--- src/rtl/chk_mon_pkg.sv ---
// Shared definitions for the checkpoint sequence monitor: FSM encoding,
// default failure code and index width for the stage counter.
package chk_mon_pkg;

  typedef enum logic [1:0] {
    ST_IDLE = 2'd0,
    ST_WAIT = 2'd1,
    ST_PASS = 2'd2,
    ST_FAIL = 2'd3
  } mon_state_e;

  // Conventional "firmware died" checkpoint value
  localparam logic [15:0] DEF_FAIL_CODE = 16'hDEAD;

  // cur_stg / cfg_idx width (up to 16 stages)
  localparam int STG_IDX_W = 4;

endpackage

--- src/rtl/chk_stable_filter.sv ---
// Two-flop synchronizer plus stability filter for the checkpoint bus.
// A value is accepted once it has been seen on the synchronized bus for
// STB_CYC consecutive samples and differs from the last accepted value;
// acc_o pulses for one cycle in the same cycle code_o takes the new value.
module chk_stable_filter #(
  parameter int CHK_W   = 16,
  parameter int STB_CYC = 3
) (
  input  logic             mclk,
  input  logic             reset_n,
  input  logic [CHK_W-1:0] chk_bits_i,
  output logic             acc_o,
  output logic [CHK_W-1:0] code_o
);

  localparam logic [3:0] STB = 4'(STB_CYC);

  logic [CHK_W-1:0] sync1_q, sync2_q;
  logic [CHK_W-1:0] cand_q, cand_d;
  logic [3:0]       cnt_q, cnt_d;
  logic [CHK_W-1:0] last_q, last_d;
  logic             acc_q, acc_d;

  // Run-length tracking of the synchronized value and accept decision
  always_comb begin
    cand_d = cand_q;
    cnt_d  = cnt_q;
    if (sync2_q != cand_q) begin
      cand_d = sync2_q;
      cnt_d  = 4'd1;
    end else if (cnt_q != STB) begin
      cnt_d = cnt_q + 4'd1;
    end
    // cand_q has been seen STB_CYC times; only a value different from
    // the last accepted one produces a pulse, so a held code fires once
    acc_d  = (cnt_q == STB) && (cand_q != last_q);
    last_d = acc_d ? cand_q : last_q;
  end

  // Synchronizer, filter state and accepted-code registers
  always_ff @(posedge mclk or negedge reset_n) begin
    if (!reset_n) begin
      sync1_q <= '0;
      sync2_q <= '0;
      cand_q  <= '0;
      cnt_q   <= '0;
      last_q  <= '0;
      acc_q   <= 1'b0;
    end else begin
      sync1_q <= chk_bits_i;
      sync2_q <= sync1_q;
      cand_q  <= cand_d;
      cnt_q   <= cnt_d;
      last_q  <= last_d;
      acc_q   <= acc_d;
    end
  end

  assign acc_o  = acc_q;
  assign code_o = last_q;

endmodule

--- src/rtl/chk_seq_monitor.sv ---
// Checkpoint sequence monitor: watches an asynchronous checkpoint bus and
// checks that the programmed codes appear in order, each within a
// per-stage timeout. Reports pass, explicit failure or timeout failure.
module chk_seq_monitor
  import chk_mon_pkg::*;
#(
  parameter int CHK_W   = 16,
  parameter int NUM_STG = 4,
  parameter int TMO_W   = 24,
  parameter int STB_CYC = 3
) (
  input  logic                 mclk,
  input  logic                 reset_n,
  input  logic [CHK_W-1:0]     chk_bits,
  input  logic                 start,
  input  logic                 abort,
  input  logic                 cfg_wr,
  input  logic [STG_IDX_W-1:0] cfg_idx,
  input  logic [CHK_W-1:0]     cfg_code,
  input  logic [CHK_W-1:0]     cfg_fail_code,
  input  logic [TMO_W-1:0]     cfg_tmo,
  output logic                 busy,
  output logic                 pass,
  output logic                 fail,
  output logic                 fail_tmo,
  output logic [STG_IDX_W-1:0] cur_stg,
  output logic [CHK_W-1:0]     last_code
);

  localparam logic [STG_IDX_W-1:0] LAST_STG = STG_IDX_W'(NUM_STG - 1);
  localparam logic [TMO_W-1:0]     TMR_ONE  = TMO_W'(1);

  logic                 acc;
  logic [CHK_W-1:0]     code;
  logic [CHK_W-1:0]     exp_q [NUM_STG];
  logic [CHK_W-1:0]     exp_cur;

  mon_state_e           state_q;
  logic [STG_IDX_W-1:0] stg_q;
  logic [TMO_W-1:0]     tmr_q;
  logic                 busy_q, pass_q, fail_q, ftmo_q;
  logic                 match, is_fail;

  chk_stable_filter #(
    .CHK_W   (CHK_W),
    .STB_CYC (STB_CYC)
  ) u_filt (
    .mclk       (mclk),
    .reset_n    (reset_n),
    .chk_bits_i (chk_bits),
    .acc_o      (acc),
    .code_o     (code)
  );

  // Expected-code table; out-of-range indices match no entry
  always_ff @(posedge mclk or negedge reset_n) begin
    if (!reset_n) begin
      for (int i = 0; i < NUM_STG; i++) exp_q[i] <= '0;
    end else if (cfg_wr) begin
      for (int i = 0; i < NUM_STG; i++)
        if (cfg_idx == STG_IDX_W'(i)) exp_q[i] <= cfg_code;
    end
  end

  // Expected code for the current stage, read live so table writes
  // made while busy apply at the next compare
  always_comb begin
    exp_cur = '0;
    for (int i = 0; i < NUM_STG; i++)
      if (stg_q == STG_IDX_W'(i)) exp_cur = exp_q[i];
  end

  assign match   = acc && (code == exp_cur);
  assign is_fail = acc && (code == cfg_fail_code);

  // Sequence FSM; abort beats start, a match beats both the failure code
  // and a simultaneous timer expiry
  always_ff @(posedge mclk or negedge reset_n) begin
    if (!reset_n) begin
      state_q <= ST_IDLE;
      stg_q   <= '0;
      tmr_q   <= '0;
      busy_q  <= 1'b0;
      pass_q  <= 1'b0;
      fail_q  <= 1'b0;
      ftmo_q  <= 1'b0;
    end else if (abort) begin
      state_q <= ST_IDLE;
      stg_q   <= '0;
      tmr_q   <= '0;
      busy_q  <= 1'b0;
      pass_q  <= 1'b0;
      fail_q  <= 1'b0;
      ftmo_q  <= 1'b0;
    end else if (start) begin
      state_q <= ST_WAIT;
      stg_q   <= '0;
      tmr_q   <= cfg_tmo;
      busy_q  <= 1'b1;
      pass_q  <= 1'b0;
      fail_q  <= 1'b0;
      ftmo_q  <= 1'b0;
    end else if (state_q == ST_WAIT) begin
      if (match) begin
        if (stg_q == LAST_STG) begin
          state_q <= ST_PASS;
          busy_q  <= 1'b0;
          pass_q  <= 1'b1;
        end else begin
          stg_q <= stg_q + 1'b1;
          tmr_q <= cfg_tmo;
        end
      end else if (is_fail) begin
        state_q <= ST_FAIL;
        busy_q  <= 1'b0;
        fail_q  <= 1'b1;
        ftmo_q  <= 1'b0;
      end else if (cfg_tmo != '0) begin
        // Expiry is the 1 -> 0 step; a timer left at 0 by a previously
        // disabled timeout expires at once
        if (tmr_q <= TMR_ONE) begin
          tmr_q   <= '0;
          state_q <= ST_FAIL;
          busy_q  <= 1'b0;
          fail_q  <= 1'b1;
          ftmo_q  <= 1'b1;
        end else begin
          tmr_q <= tmr_q - TMR_ONE;
        end
      end
    end
  end

  assign busy      = busy_q;
  assign pass      = pass_q;
  assign fail      = fail_q;
  assign fail_tmo  = ftmo_q;
  assign cur_stg   = stg_q;
  assign last_code = code;

endmodule

--- config.mk ---
export PLATFORM = sky130hd
export DESIGN_NAME = chk_seq_monitor
export DESIGN_NICKNAME = d
export VERILOG_FILES = /design/src/rtl/chk_mon_pkg.sv /design/src/rtl/chk_stable_filter.sv /design/src/rtl/chk_seq_monitor.sv
export SDC_FILE = /design/constraint.sdc
export NUM_CORES = 1
export LEC_CHECK = 0
export ABC_AREA = 1
export ABC_CLOCK_PERIOD_IN_PS = 2820
export CORE_ASPECT_RATIO = 0.5
export CORE_MARGIN = 1.5
export CORE_UTILIZATION = 55
export CTS_CLUSTER_DIAMETER = 80
export DETAILED_ROUTE_END_ITERATION = 7
export GPL_ROUTABILITY_DRIVEN = 1
export PLACE_DENSITY = 0.78
export SLEW_MARGIN = 20
export SYNTH_ARGS = -nofsm -noshare
export SYNTH_HDL_FRONTEND = slang
export SYNTH_HIERARCHICAL = 1
export SYNTH_SLANG_ARGS = --single-unit
--- constraint.sdc ---
create_clock -name mclk -period 2.82 [get_ports mclk]
set_input_delay 0.282 -clock mclk [delete_from_list [all_inputs] [get_ports mclk]]
set_output_delay 0.282 -clock mclk [all_outputs]
set_load 0.01 [all_outputs]
=== Yosys cells after proc, flatten, opt, wreduce, memory -nomap -nowiden ===
Cells that the tools add are included.

* Flip-flop bits (word level): 167
* Output and inout port bits: 24
* Logic and storage cells: 115

* Add/sub/neg operators: 3
* Magnitude comparators: 1
* Equal/unequal tests: 18
* Mux-type cells: 52
* Reductions and logical operators: 24

{| class="wikitable"
|+ Operator list
! cell !! number
|-
| $mux W24 || 8
|-
| $mux W16 || 4
|-
| $eq A16 B16 Y1 || 2
|-
| $ne A16 B16 Y1 || 2
|-
| $mux W4 || 7
|-
| $mux W1 || 25
|-
| $le A24 B1 Y1 const B || 1
|-
| $reduce_bool A24 Y1 || 1
|-
| $sub A24 B1 Y24 const B || 1
|-
| $eq A4 B2 Y1 const B || 5
|-
| $mux W2 || 8
|-
| $reduce_and A4 Y1 || 3
|-
| $reduce_bool A4 Y1 || 3
|-
| $reduce_bool A5 Y1 || 2
|-
| $reduce_bool A3 Y1 || 3
|-
| $add A4 B1 Y4 const B || 2
|-
| $eq A4 B1 Y1 const B || 2
|-
| $logic_not A4 Y1 || 2
|-
| $ne A4 B4 Y1 const B || 2
|-
| $reduce_and A2 Y1 || 4
|-
| $ne A3 B3 Y1 const B || 2
|-
| $reduce_and A3 Y1 || 2
|-
| $ne A4 B2 Y1 const B || 1
|-
| $ne A4 B3 Y1 const B || 1
|-
| other kinds (3) || 5
|}

=== Logic depth before layout (Yosys ltp) ===
Gate-level depths: netlist (run 1).

* Depth in word-level cells: 11
* Mapped depth: 21

=== Hierarchy ===
Netlist (run 1), hierarchy kept.

{| class="wikitable"
|+ Modules (own cells, without submodules)
! module !! times used !! cells an instance !! area each (µm²)
|-
| chk_seq_monitor || 1 || 951 || 6,426.2
|-
| chk_stable_filter || 1 || 275 || 2,727.6
|}

=== Worst setup path before layout (run 1) ===
OpenSTA, ideal clock, no wires.

* Path kind: flip-flop to flip-flop
* Start: register stg_q[1] (netlist: cur_stg[1])
* End: register tmr_q[10]
* Arrival: 2.379 ns
* Required time: 2.697 ns
* Setup slack: 0.318 ns
* Stages on the path, launching flop included: 21
* Clock period less this slack: 2.502 ns
* Cells stage by stage: dfrtp_1 inv_1 ha_1 buf_6 inv_4 nor3_1 nand2_1 nand3_1 nand2_1 nand2_1 nand2_1 nand2_1 nand3_1 nor2_2 nand3_2 buf_6 nand2_8 buf_4 nand2_1 nand3_1 o21ai_1

* Cells in the longest elaborated chain, start to end: 11

{| class="wikitable"
|+ RTL lines
! item !! line !! source
|-
| from (decl) || chk_seq_monitor.sv:39 || <nowiki>logic [STG_IDX_W-1:0] stg_q;</nowiki>
|-
| from (signal assigned) || chk_seq_monitor.sv:110 || <nowiki>stg_q <= stg_q + 1'b1;</nowiki>
|-
| $logic_not A4 Y1 || chk_seq_monitor.sv:70 || <nowiki>if (stg_q == STG_IDX_W'(i)) exp_cur = exp_q[i];</nowiki>
|-
| $mux W16 (4 in series) || chk_seq_monitor.sv:70 ||
|-
| $eq A16 B16 Y1 || chk_seq_monitor.sv:73 || <nowiki>assign match = acc && (code == exp_cur);</nowiki>
|-
| $logic_and A1 B1 Y1 || chk_seq_monitor.sv:73 ||
|-
| $mux W24 || chk_seq_monitor.sv:104 || <nowiki>if (match) begin</nowiki>
|-
| $mux W24 || chk_seq_monitor.sv:103 || <nowiki>end else if (state_q == ST_WAIT) begin</nowiki>
|-
| $mux W24 || chk_seq_monitor.sv:95 || <nowiki>end else if (start) begin</nowiki>
|-
| $mux W24 || chk_seq_monitor.sv:87 || <nowiki>end else if (abort) begin</nowiki>
|-
| to (signal assigned) || chk_seq_monitor.sv:98 || <nowiki>tmr_q <= cfg_tmo;</nowiki>
|-
| to (signal assigned) || chk_seq_monitor.sv:111 || <nowiki>tmr_q <= cfg_tmo;</nowiki>
|-
| to (signal assigned) || chk_seq_monitor.sv:128 || <nowiki>tmr_q <= tmr_q - TMR_ONE;</nowiki>
|-
| to (decl) || chk_seq_monitor.sv:40 || <nowiki>logic [TMO_W-1:0] tmr_q;</nowiki>
|}

Several ways; a longest one is shown, not always the timed one. The select of a mux whose other input is x is not followed.
A chain may end at the register's enable or synchronous reset.

=== Final worst setup path (run 1) ===
* Start: register stg_q[0] (netlist: cur_stg[0])
* End: register tmr_q[21]

Same word-level chain as after synthesis.

==> impl_metrics.json, run 1 <==
{
  "netSwitchingFraction": 0.314,
  "finalMaxSlewViolations": 0,
  "synth-seq-cells": 167,
  "post-route-util": 0.694,
  "num_rows": 33,
  "cts_buffer_depth": 2,
  "synth.distinct_cells": 39,
  "area_growth_pct": 23.7,
  "clkPwrFrac": 0.363,
  "clock_skew_ns": 0.0122,
  "die_w_um": 185,
  "overflow": 0,
  "synth_commonest_cells": "372 x nand2_1, 167 x dfrtp_1, 129 x nand3_1",
  "cp.required_ns": 3.19,
  "yosysTopAreaCell": "dfrtp_1",
  "p_int_mw": 4.50,
  "syn_area_per_cell_um2": 7.47,
  "drive_gt1_frac": 0.104,
  "critical-path-top-delay-family": "simple AND/OR/NAND/NOR gates",
  "first_pass_iters": 5,
  "max_freq_mhz": 372,
  "dpl_cell_area_mm2": 0.0105,
  "hp-class": "primary input to flip-flop",
  "p_leak_nw": 5.56,
  "power_switching_mw": 2.05,
  "synth_top_cell_area_share": 0.457,
  "gr-usage-all-layers": 0.286,
  "max-vdd-ir-drop_mv": 0.455,
  "initial_utilization": 0.561,
  "route.detailed.drc": 0,
  "fin_cells": 1575,
  "synth.most_common_cell": "nand2_1",
  "routed_wl_um": 23900,
  "p_per_area_mw_per_mm2": 578,
  "cp_cell_sequence": "inv_4 > ha_4 > buf_6 > nand2_2 > nor2_4 > nand2_1 > nand3_1 > nand2_2 > nand2_1 > nand2_1 > nand2_1 > nand2_1 > nor2_4 > nand3_4 > buf_12 > nand2_4 > nor2_1 > nor2_4 > nand3_1 > nand2_1",
  "m1WireLength_um": 10200,
  "setup_violations": 0,
  "ys_warn_count": 6,
  "pwr-share-comb": 0.200,
  "grt_pass1_vias": 8392,
  "synthesis.area_mm2": 0.00915,
  "drt-wirelength-per-cell_um": 15.2,
  "cp.buffers_inverters": 3,
  "clock-sinks": 167,
  "ys.flop_type": "dfrtp_1",
  "place_inst": 1530,
  "synth_fp_nets": 1314,
  "die_area_mm2": 0.0175,
  "clk_pin_slew_ns": 0.07,
  "synth_edf_count": 0,
  "cpMostUsedCell": "nand2_1",
  "cp_slowest_cell": "dfrtp_2",
  "tightest_slew_ns": 0.673,
  "vias_per_cell": 5.45,
  "ant_nets": 0,
  "wl_met3_um": 1800,
  "clock_latency_ns": 0.44,
  "path_class": "flip-flop to flip-flop",
  "dp_hpwl_um": 16600,
  "diodes": 0,
  "worstPathArrival_ns": 3.06,
  "via_count": 8589,
  "ys_top_cells_by_area": "dfrtp_1 46%, nand2_1 15%, nand3_1 7.1%",
  "yosysSeqAreaShare": 0.457,
  "max_slew_margin": 0.551,
  "p_seq_frac": 0.436,
  "min_period_over_period": 0.954,
  "ctsRootBufferMaster": "clkbuf_16",
  "setup_tns_ns": 0,
  "port_buffers": 104,
  "async_flop_share": 1.00,
  "cts_tree": "done",
  "final_nets": 1423,
  "hold_viol": 0,
  "netlist_instances": 1226,
  "grt_pass1_wl_um": 39000,
  "fin_area_mm2": 0.0113,
  "cts_max_level": 4,
  "slowest_delay_ns": 0.47,
  "die_h_um": 94.2,
  "dr.first_iter.drc_count": 713,
  "numCtsBuffers": 17,
  "maxCapViolCount": 0,
  "wl_met2_um": 11400,
  "grt_max_degree": 69,
  "highest_layer": "met4",
  "path_max_fanout": 7,
  "worst_setup_path_start_kind": "flip-flop",
  "period_needed_ns": 2.69,
  "status": "completed",
  "hold_ws_ns": 0.279,
  "gp_congestion": 0.943,
  "ios": 105,
  "coreArea_mm2": 0.0163,
  "fillers": 1291,
  "antenna_found_initial": 0,
  "end_kind": "flip-flop"
}
[stage by stage]
step	power, mW	setup WS (ns)
6_report	6.55	0.129
3_5_place_dp	4.11	0.0428
2_1_floorplan	3.66	0.318
4_1_cts	6.50	0.0206
3_3_place_gp	4.06	0.143
5_1_grt	6.92	-0.0320
[per-layer routing]
| layer | vias up | GRT usage |
|---|---|---|
| met3 | 62 | 0.0612 |
| met2 | 365 | 0.488 |
| met4 | 0 | 0.0935 |
| li1 | 4097 | - |
| met1 | 4065 | 0.363 |
| met5 | - | 0 |
[final cells by class]
cell class,count,area [µm²],share of cell area
repair buffers,147,1460,0.129
clock buffers,17,425,0.0376
clock inverters,15,184,0.0162
well taps,227,284,0.0251
inverters,139,529,0.0467
flip-flops and latches,167,4180,0.369
multi-input cells,863,4260,0.376
[state kept, by name (all words and copies together), names as in the netlist]
signal	flops
state_q	2
busy	1
cur_stg	4
fail	1
fail_tmo	1
tmr_q	24
u_filt/acc_o	1
exp_q	64
u_filt/sync2_q	16
u_filt/cnt_q	4
u_filt/sync1_q	16
u_filt/code_o	16
pass	1
u_filt/cand_q	16
[logic make-up after synthesis]
kind of cell | count (synthesis) | synth area share
XOR/XNOR | 39 | 0.0373
flip-flops | 167 | 0.457
AND/OR/NAND/NOR | 704 | 0.342
adder cells (fa/ha/maj) | 7 | 0.00957
AO/OA/AOI/OAI | 112 | 0.0629
buffers and inverters | 197 | 0.0920
[power groups by stage]
| stage | Sequential [mW] | Combinational [mW] | Clock, mW |
|---|---|---|---|
| floorplan | 2.84 | 0.815 | 0 |
| global route | 2.89 | 1.50 | 2.53 |
| detailed placement | 2.89 | 1.22 | 0 |
| CTS | 2.85 | 1.23 | 2.42 |
| finish | 2.86 | 1.31 | 2.38 |
| global placement | 2.88 | 1.19 | 0 |
[cells in the final DEF (no fill, tap or decap), types with 6 or more instances in the layout]
cell type,count
nor3_1,8
dfrtp_1,166
nand4_1,24
o21ai_0,76
xor2_1,15
nor2_1,113
o21ai_1,28
nand3_2,6
inv_1,125
buf_12,6
nor4_1,7
nand3b_1,11
nand2_1,368
buf_4,33
xnor2_1,24
nand2_2,11
clkdlybuf4s50_1,103
clkbuf_16,18
inv_2,10
nor2_4,8
nand3_1,123
or2_2,9
[final timing paths]
check | end | startpoint | cells after the start | slack [ns]
max in group asynchronous | exp_q[44]$_DFFE_PN0P_ | reset_n | 3 | 1.63
hold reg to reg | u_filt/sync2_q[13]$_DFF_PN0_ | u_filt/sync1_q[13]$_DFF_PN0_ | 0 | 0.35
min in group asynchronous | tmr_q[5]$_DFFE_PN0P_ | reset_n | 2 | 0.42
setup / recovery | tmr_q[21]$_DFFE_PN0P_ | cur_stg[0]$_DFFE_PN0P_ | 20 | 0.13
hold / removal | u_filt/sync1_q[11]$_DFF_PN0_ | chk_bits[11] | 1 | 0.28
setup reg to reg | tmr_q[21]$_DFFE_PN0P_ | cur_stg[0]$_DFFE_PN0P_ | 20 | 0.13
[worst reg2reg max path, stage by stage (launching register included)]
cell and delay, ns:
dfrtp_2 0.47, inv_4 0.12, ha_4 0.15, buf_6 0.13, nand2_2 0.07, nor2_4 0.15, nand2_1 0.08, nand3_1 0.09
nand2_2 0.08, nand2_1 0.09, nand2_1 0.05, nand2_1 0.06, nand2_1 0.08, nor2_4 0.17, nand3_4 0.12, buf_12 0.17
nand2_4 0.05, nor2_1 0.06, nor2_4 0.26, nand3_1 0.11, nand2_1 0.07
[timing repair]
action / in CTS / in global routing
resized for setup: 0 / 37
setup endpoints to repair: 0 / 33
hold buffers: 1 / 0
setup buffers: 0 / 9
endpoints found under the hold margin: 64 / 0
Note: power is estimated with default switching activity, not from simulation.
==> inputs of run 2 (changes only) <==
--- a/config.mk
+++ b/config.mk
@@ -13,6 +13,7 @@
 export CTS_CLUSTER_DIAMETER = 80
 export DETAILED_ROUTE_END_ITERATION = 7
 export GPL_ROUTABILITY_DRIVEN = 1
+export HOLD_SLACK_MARGIN = 0.06
 export PLACE_DENSITY = 0.78
 export SLEW_MARGIN = 20
 export SYNTH_ARGS = -nofsm -noshare
==> results of run 2 <==
No change in the layout: final DEF, timing and power equal those of run 1.
